[config.mk]
export PLATFORM = sky130hd
export DESIGN_NAME = nsum_gen
export DESIGN_NICKNAME = d
export VERILOG_FILES = /design/src/rtl/nsum_gen.sv
export SDC_FILE = /design/constraint.sdc
export NUM_CORES = 1
export LEC_CHECK = 0
export CAP_MARGIN = 20
export CORE_MARGIN = 3
export CORE_UTILIZATION = 40
export CTS_CLUSTER_DIAMETER = 80
export DETAILED_ROUTE_END_ITERATION = 12
export GPL_TIMING_DRIVEN = 0
export SLEW_MARGIN = 20
export SYNTH_ARGS = -nofsm -noshare
export SYNTH_HDL_FRONTEND = slang
export SYNTH_SLANG_ARGS = --single-unit
[constraint.sdc]
create_clock -name clk -period 2.7 [get_ports clk]
set_clock_uncertainty 0.1 [all_clocks]
set_input_delay 0.27 -clock clk [delete_from_list [all_inputs] [get_ports clk]]
set_output_delay 0.27 -clock clk [all_outputs]
set_load 0.02 [all_outputs]
[src/rtl/nsum_gen.sv]
// nsum_gen: iterative triangular / sum-of-squares generator, one datapath + FSM.
// Optional carry-out flag on output ovf when NSUM_OVF_EN is defined.
module nsum_gen #(
  parameter int N_W   = 3,
  parameter int SUM_W = 8
) (
  input  logic             clk,
  input  logic             reset,
  input  logic [N_W-1:0]   N,
  input  logic             mode,
  input  logic             N_valid,
  output logic             busy,
  output logic             sum_valid,
`ifdef NSUM_OVF_EN
  output logic             ovf,
`endif
  output logic [SUM_W-1:0] sum
);

  typedef enum logic [1:0] {
    IDLE = 2'd0,
    RUN  = 2'd1,
    DONE = 2'd2
  } state_t;

  state_t           state_q;
  logic [N_W-1:0]   i_q;
  logic [N_W-1:0]   j_q;
  logic [SUM_W-1:0] acc_q;
  logic             mode_q;
  logic             busy_q;
  logic             sv_q;
  logic [SUM_W-1:0] sum_q;

  logic [SUM_W-1:0] acc_d;
  logic             last_add;

`ifdef NSUM_OVF_EN
  logic             ovf_flag_q;
  logic             ovf_q;
  logic [SUM_W:0]   add_w;
  logic             carry;

  assign add_w = {1'b0, acc_q} + (SUM_W+1)'(i_q);
  assign acc_d = add_w[SUM_W-1:0];
  assign carry = add_w[SUM_W];
  assign ovf   = ovf_q;
`else
  assign acc_d = acc_q + SUM_W'(i_q);
`endif

  // The add this RUN cycle is the final one of the request.
  always_comb begin
    last_add = 1'b0;
    if (mode_q == 1'b0) begin
      last_add = (i_q == N_W'(1));
    end else begin
      last_add = (j_q == i_q) && (i_q == N_W'(1));
    end
  end

  always_ff @(posedge clk or posedge reset) begin
    if (reset) begin
      state_q    <= IDLE;
      i_q        <= '0;
      j_q        <= '0;
      acc_q      <= '0;
      mode_q     <= 1'b0;
      busy_q     <= 1'b0;
      sv_q       <= 1'b0;
      sum_q      <= '0;
`ifdef NSUM_OVF_EN
      ovf_flag_q <= 1'b0;
      ovf_q      <= 1'b0;
`endif
    end else begin
      unique case (state_q)
        IDLE: begin
          sv_q <= 1'b0;
          if (N_valid) begin
            i_q        <= N;
            j_q        <= N_W'(1);
            acc_q      <= '0;
            mode_q     <= mode;
            busy_q     <= 1'b1;
`ifdef NSUM_OVF_EN
            ovf_flag_q <= 1'b0;
`endif
            if (N == '0) begin
              state_q <= DONE;
              sum_q   <= '0;
              sv_q    <= 1'b1;
`ifdef NSUM_OVF_EN
              ovf_q   <= 1'b0;
`endif
            end else begin
              state_q <= RUN;
            end
          end
        end
        RUN: begin
          acc_q <= acc_d;
`ifdef NSUM_OVF_EN
          ovf_flag_q <= ovf_flag_q | carry;
`endif
          if (last_add) begin
            state_q <= DONE;
            sum_q   <= acc_d;
            sv_q    <= 1'b1;
`ifdef NSUM_OVF_EN
            ovf_q   <= ovf_flag_q | carry;
`endif
          end else if (mode_q == 1'b0) begin
            i_q <= i_q - N_W'(1);
          end else if (j_q == i_q) begin
            i_q <= i_q - N_W'(1);
            j_q <= N_W'(1);
          end else begin
            j_q <= j_q + N_W'(1);
          end
        end
        DONE: begin
          state_q <= IDLE;
          busy_q  <= 1'b0;
          sv_q    <= 1'b0;
        end
        default: begin
          state_q <= IDLE;
          busy_q  <= 1'b0;
          sv_q    <= 1'b0;
        end
      endcase
    end
  end

  assign busy      = busy_q;
  assign sum_valid = sv_q;
  assign sum       = sum_q;

endmodule

==> impl_metrics.ini, run 1 <==
[timing]
tns_ns = 0
slew_headroom_pct = 56.2
worst_slew_pin_slew_ns = 0.655
grt_setup_unrepaired = false
setup_slack_ns = 0.585
post-route-period-util_pct = 78.3
period_minus_slack_ns = 2.11
setup_viol = 0
hold_violations = 0
fmax_mhz = 473
drv_slew = 0

[floorplanning]
coreArea_sq_um = 3440
pin_count = 17
num_rows = 21
initial_core_util_pct = 42.9
die_x_um = 66.7
die_height_um = 66.7
dieArea_sq_um = 4450

[route]
routed_wl_um = 3100
initialDrtViolationCount = 51
routedWlPerCell_um = 14.9
drtPass1Iterations = 4
ant_nets = 0
vias_per_cell = 5.28
drcViolationCount = 0
via_count = 1098

[outcome]
outcome = completed

[cts]
hold_buffers = 0
postCtsSetupBuffers = 0
clkSinkCount = 27
clk-insertion-delay-late_ns = 0.27
clockBufferDepth = 2
cts_made_buffers = 3
tritoncts = done
ctsHtreeMaxLevel = 1
clk_pin_slew_ns = 0.10
post_cts_resized = 0
cts.root.buffer_cell = clkbuf_8

[power]
p_switching_uw = 839
p_total_uw = 1980
power_density_nw_per_um2 = 1140
vdd_drop_max_mv = 0.487
switching_share_pct = 42.3
p_int_uw = 1140
pwr-share-comb_pct = 54.4
clkPwrFrac_pct = 11.9
p_leak_uw = 0.000808
p_seq_share_pct = 33.7

[synthesis]
synth_edf_count = 0
synth_cell_type_count = 39
synth_top_area_share_pct = 45.8
synth_cells = 142
synth_fp_nets = 156
async_reset_ff_share_pct = 100
ys.flop_type = dfrtp_1
netlist_area_sq_um = 1480
syn_avg_cell_area_sq_um = 10.4
synth-seq-cells = 27
yosys.area.top_type = dfrtp_1
yosys_warnings = 0
yosys-top-cells-area = dfrtp_1 (46%), mux2_4 (6.1%), ha_1 (5.1%)
yosysSeqAreaShare_pct = 45.8

[placed_design]
pre_cts_ws_ns = 0.446
place_area_sq_um = 1690
detailed_place_hpwl_um = 2230
dp.cells = 204
port_buffers = 16
gp_congestion = 0.776

[finish]
fin_area_sq_um = 1740
register_area_sq_um = 676
instances_no_fill = 208
multi_input_area_sq_um = 742
final_common_cell = dfrtp_1
fillers = 332
antenna_cells = 0
drive_above_1_share_pct = 9.88
nets = 177
layout-area-overhead-vs-synth_pct = 17.9
mostFrequentLayoutCells = dfrtp_1 (27), clkdlybuf4s50_1 (16), nand2_1 (13)

[worst_setup_path]
crit_arrival_ns = 2.19
cp-end-kind = flop
required_ns = 2.77
rr_startpoint = i_q[0]
critPathKind = flop to flop
crit_start = i_q[0]
worstSetupStartpointType = flop
crit_fanout = 4

[worst_hold_path]
min_path_type = input pin to async pin

[global_route]
grt_pass1_vias = 1130
overflow = 0
antenna_found_initial = 0
grt_max_degree = 28
grtUsageTotal_pct = 16.3
grt_pass1_wl_um = 5530

[run]
cap_violations = 0
-- logic make-up after synthesis --
kind of cell	share of synthesized area (%)
and+or+nand+nor	15.8
DFF	45.8
xor gates and xnor gates	4.75
adders and majority gates	6.45
buffers and inverters	3.90
muxes	7.55
AOI/OAI and AO/OA	15.8
-- through the flow --
stage | hold WS (ns) | utilization, %
after floorplan | 0.223 | -
after global placement | 0.372 | 49.2
after detailed placement | 0.394 | 49.2
after CTS | 0.418 | 50.5
after global routing | 0.310 | 50.5
final | 0.266 | 50.5
-- power by group through the flow --
stage	combinational [uW]	sequential, uW	clock, uW
5_1_grt	1210	692	256
3_5_place_dp	1070	679	0
2_1_floorplan	741	703	0
3_3_place_gp	1050	669	0
6_report	1080	669	236
4_1_cts	1080	671	244
-- synthesized netlist by cell type (3+ instances only) --
master    instances
xor2_1            6
ha_1              6
o21ai_0           7
dfrtp_1          27
nand2_1          13
a22o_1            6
clkbuf_1          5
nor2_1           10
a21o_1            4
nor2b_1           5
inv_1             6
a21oi_1           5
or3_1             3
mux2_4            6
nand2b_1          3
nor3_1            3
-- cell type report --
type,count,area share [%]
clock buffers,3,2.37
plain buffers,7,2.01
flip-flops and latches,27,38.8
repair buffers,16,9.21
multi-input cells,102,42.7
inverters,6,1.29
clock inverters,1,0.288
well taps,46,3.31
-- layer usage --
metal  track usage [%]  routed length, um  part of all wire [%]  vias up
met2              25.6               1450                    47       15
met4              4.57                 18                  0.58        0
met3              2.70                 67                   2.2        2
li1                  -                  -                     -      537
met1              23.1               1560                    50      544
met5                 0                  0                     0        -
-- worst max-delay path, stage by stage (launching register included) --
cell and delay [ns]:
dfrtp_1 0.45, ha_1 0.25, fa_1 0.41, a21o_1 0.19, nand4_1 0.10, xor2_1 0.15, nor2_1 0.08, mux2_4 0.29
-- sequential cells by signal (all words and copies together), names as in the netlist --
name       flops
sum            8
mode_q         1
sum_valid      1
state_q        2
acc_q          8
j_q            3
busy           1
i_q            3
-- worst paths after layout --
| kind | endpoint | slack, ns | cells past startpoint |
|---|---|---|---|
| setup / recovery | sum[6] | 0.59 | 7 |
| hold / removal | acc_q[3] | 0.27 | 2 |
| setup reg to reg | sum[6] | 0.59 | 7 |
| hold reg to reg | acc_q[2] | 0.41 | 1 |
| max in group asynchronous | state_q[0] | 1.83 | 2 |
| min in group clk | acc_q[2] | 0.41 | 1 |
Note: power is estimated with default switching activity, not from simulation.
==> run 2: changes to the inputs <==
==> constraint.sdc (replaced) <==
create_clock -name clk -period 1.8 [get_ports clk]
set_clock_uncertainty 0.1 [all_clocks]
set_input_delay 0.18 -clock clk [delete_from_list [all_inputs] [get_ports clk]]
set_output_delay 0.18 -clock clk [all_outputs]
set_load 0.02 [all_outputs]
==> impl_metrics.ini, run 2 (same netlist as run 1, synthesis figures left out) <==
[finish]
drive_above_1_share_pct = 28.5
nets = 187
layout-area-overhead-vs-synth_pct = 32.0
fin_area_sq_um = 1950
antenna_cells = 0
fillers = 323
mostFrequentLayoutCells = dfrtp_1 (24), clkdlybuf4s50_1 (16), nand2_1 (12)
final_common_cell = dfrtp_1

[power]
pwr-share-comb_pct = 60.5
p_seq_share_pct = 29.5
p_switching_uw = 1480
power_density_nw_per_um2 = 1810
switching_share_pct = 41.9
p_total_uw = 3520
p_leak_uw = 0.000886
clkPwrFrac_pct = 10.0
p_int_uw = 2040
vdd_drop_max_mv = 0.985

[floorplanning]
num_rows = 21
die_x_um = 66.7
pin_count = 17
coreArea_sq_um = 3440
initial_core_util_pct = 42.9
dieArea_sq_um = 4450
die_height_um = 66.7

[timing]
fmax_mhz = 500
period_minus_slack_ns = 2.00
post-route-period-util_pct = 111
setup_viol = 15
setup_slack_ns = -0.200
worst_slew_pin_slew_ns = 0.679
tns_ns = -2.00
slew_headroom_pct = 54.7
drv_slew = 0
hold_violations = 0
grt_setup_unrepaired = true

[worst_setup_path]
crit_fanout = 7
r2r-end = sum[2]
crit_arrival_ns = 2.07
required_ns = 1.87
ff2ff_path_depth = 6
cp-end-kind = flop
worstSetupStartpointType = flop
critPathKind = flop to flop
rr_startpoint = j_q[1]
r2r_slack_ns = -0.20

[cts]
clockBufferDepth = 2
cts_made_buffers = 3
cts.root.buffer_cell = clkbuf_8
clkSinkCount = 27
clk_pin_slew_ns = 0.10
clk-insertion-delay-late_ns = 0.28
hold_buffers = 0
tritoncts = done
ctsHtreeMaxLevel = 1

[global_route]
overflow = 0
grtUsageTotal_pct = 16.9
grt_max_degree = 28
grt_pass1_vias = 1190
grt_pass1_wl_um = 5640
antenna_found_initial = 0

[route]
drtPass1Iterations = 4
initialDrtViolationCount = 57
via_count = 1160
vias_per_cell = 5.32
routedWlPerCell_um = 15.4
ant_nets = 0
routed_wl_um = 3350
drcViolationCount = 0

[outcome]
outcome = finished with violations
violations = setup timing

[placed_design]
detailed_place_hpwl_um = 2130
gp_congestion = 0.735
pre_cts_ws_ns = -0.402
port_buffers = 16
place_area_sq_um = 1700

[worst_hold_path]
min_path_type = input pin to async pin

[run]
cap_violations = 0
-- run 2: layout make-up --
cell class                      count  area, sq um  share of cell area, %
Buffer                              7         41.3                   2.12
Clock buffer                        3         41.3                   2.12
Clock inverter                      1         5.00                  0.257
Inverter                            6         22.5                   1.16
Multi-Input combinational cell    102          861                   44.2
Sequential cell                    27          679                   34.9
Tap cell                           46         57.6                   2.96
Timing Repair Buffer               26          239                   12.3
-- run 2: power groups by stage --
stage	Combinational [uW]	Clock, uW	Sequential [uW]
after detailed placement	1610	0	1010
after global placement	1580	0	1010
after floorplan	1120	0	1060
after global routing	2340	387	1070
after CTS	1920	362	1010
final	2130	351	1040
-- run 2: worst max path at each step --
stage / startpoint / slack (ns) / cells past startpoint / end
after floorplan: i_q[2] / -0.07 / 6 / acc_q[7]
after global routing: j_q[1] / -0.29 / 6 / sum[7]
final: j_q[1] / -0.20 / 6 / sum[2]
after CTS: i_q[0] / -0.20 / 7 / sum[6]
after global placement: N_valid / -0.39 / 6 / sum[5]
after detailed placement: N_valid / -0.40 / 6 / sum[4]
-- run 2: timing repair --
item,CTS,global route
pin swaps,7,3
setup endpoints to repair,12,18
gates resized for setup,15,17
setup buffers,10,0
-- run 2: worst max-delay path: stages (launching register included) --
cell and delay (ns):
dfrtp_1 0.43, xor2_2 0.20, o31ai_2 0.30, nor3b_4 0.25
o22a_2 0.18, buf_8 0.14, mux2_4 0.30
-- run 2: layer usage --
layer / global-route usage [%] / wire (um)
met3: 4.22 / 108
met5: 0 / 0
met4: 3.05 / 18
met1: 23.3 / 1660
met2: 26.9 / 1570
-- run 2: stage by stage --
stage / cells / util [%] / hold slack [ns]
2_1_floorplan: 142 / - / 0.133
3_3_place_gp: 204 / 49.3 / 0.374
3_5_place_dp: 204 / 49.3 / 0.400
4_1_cts: 218 / 54.6 / 0.330
5_1_grt: 218 / 56.6 / 0.215
6_report: 218 / 56.6 / 0.171
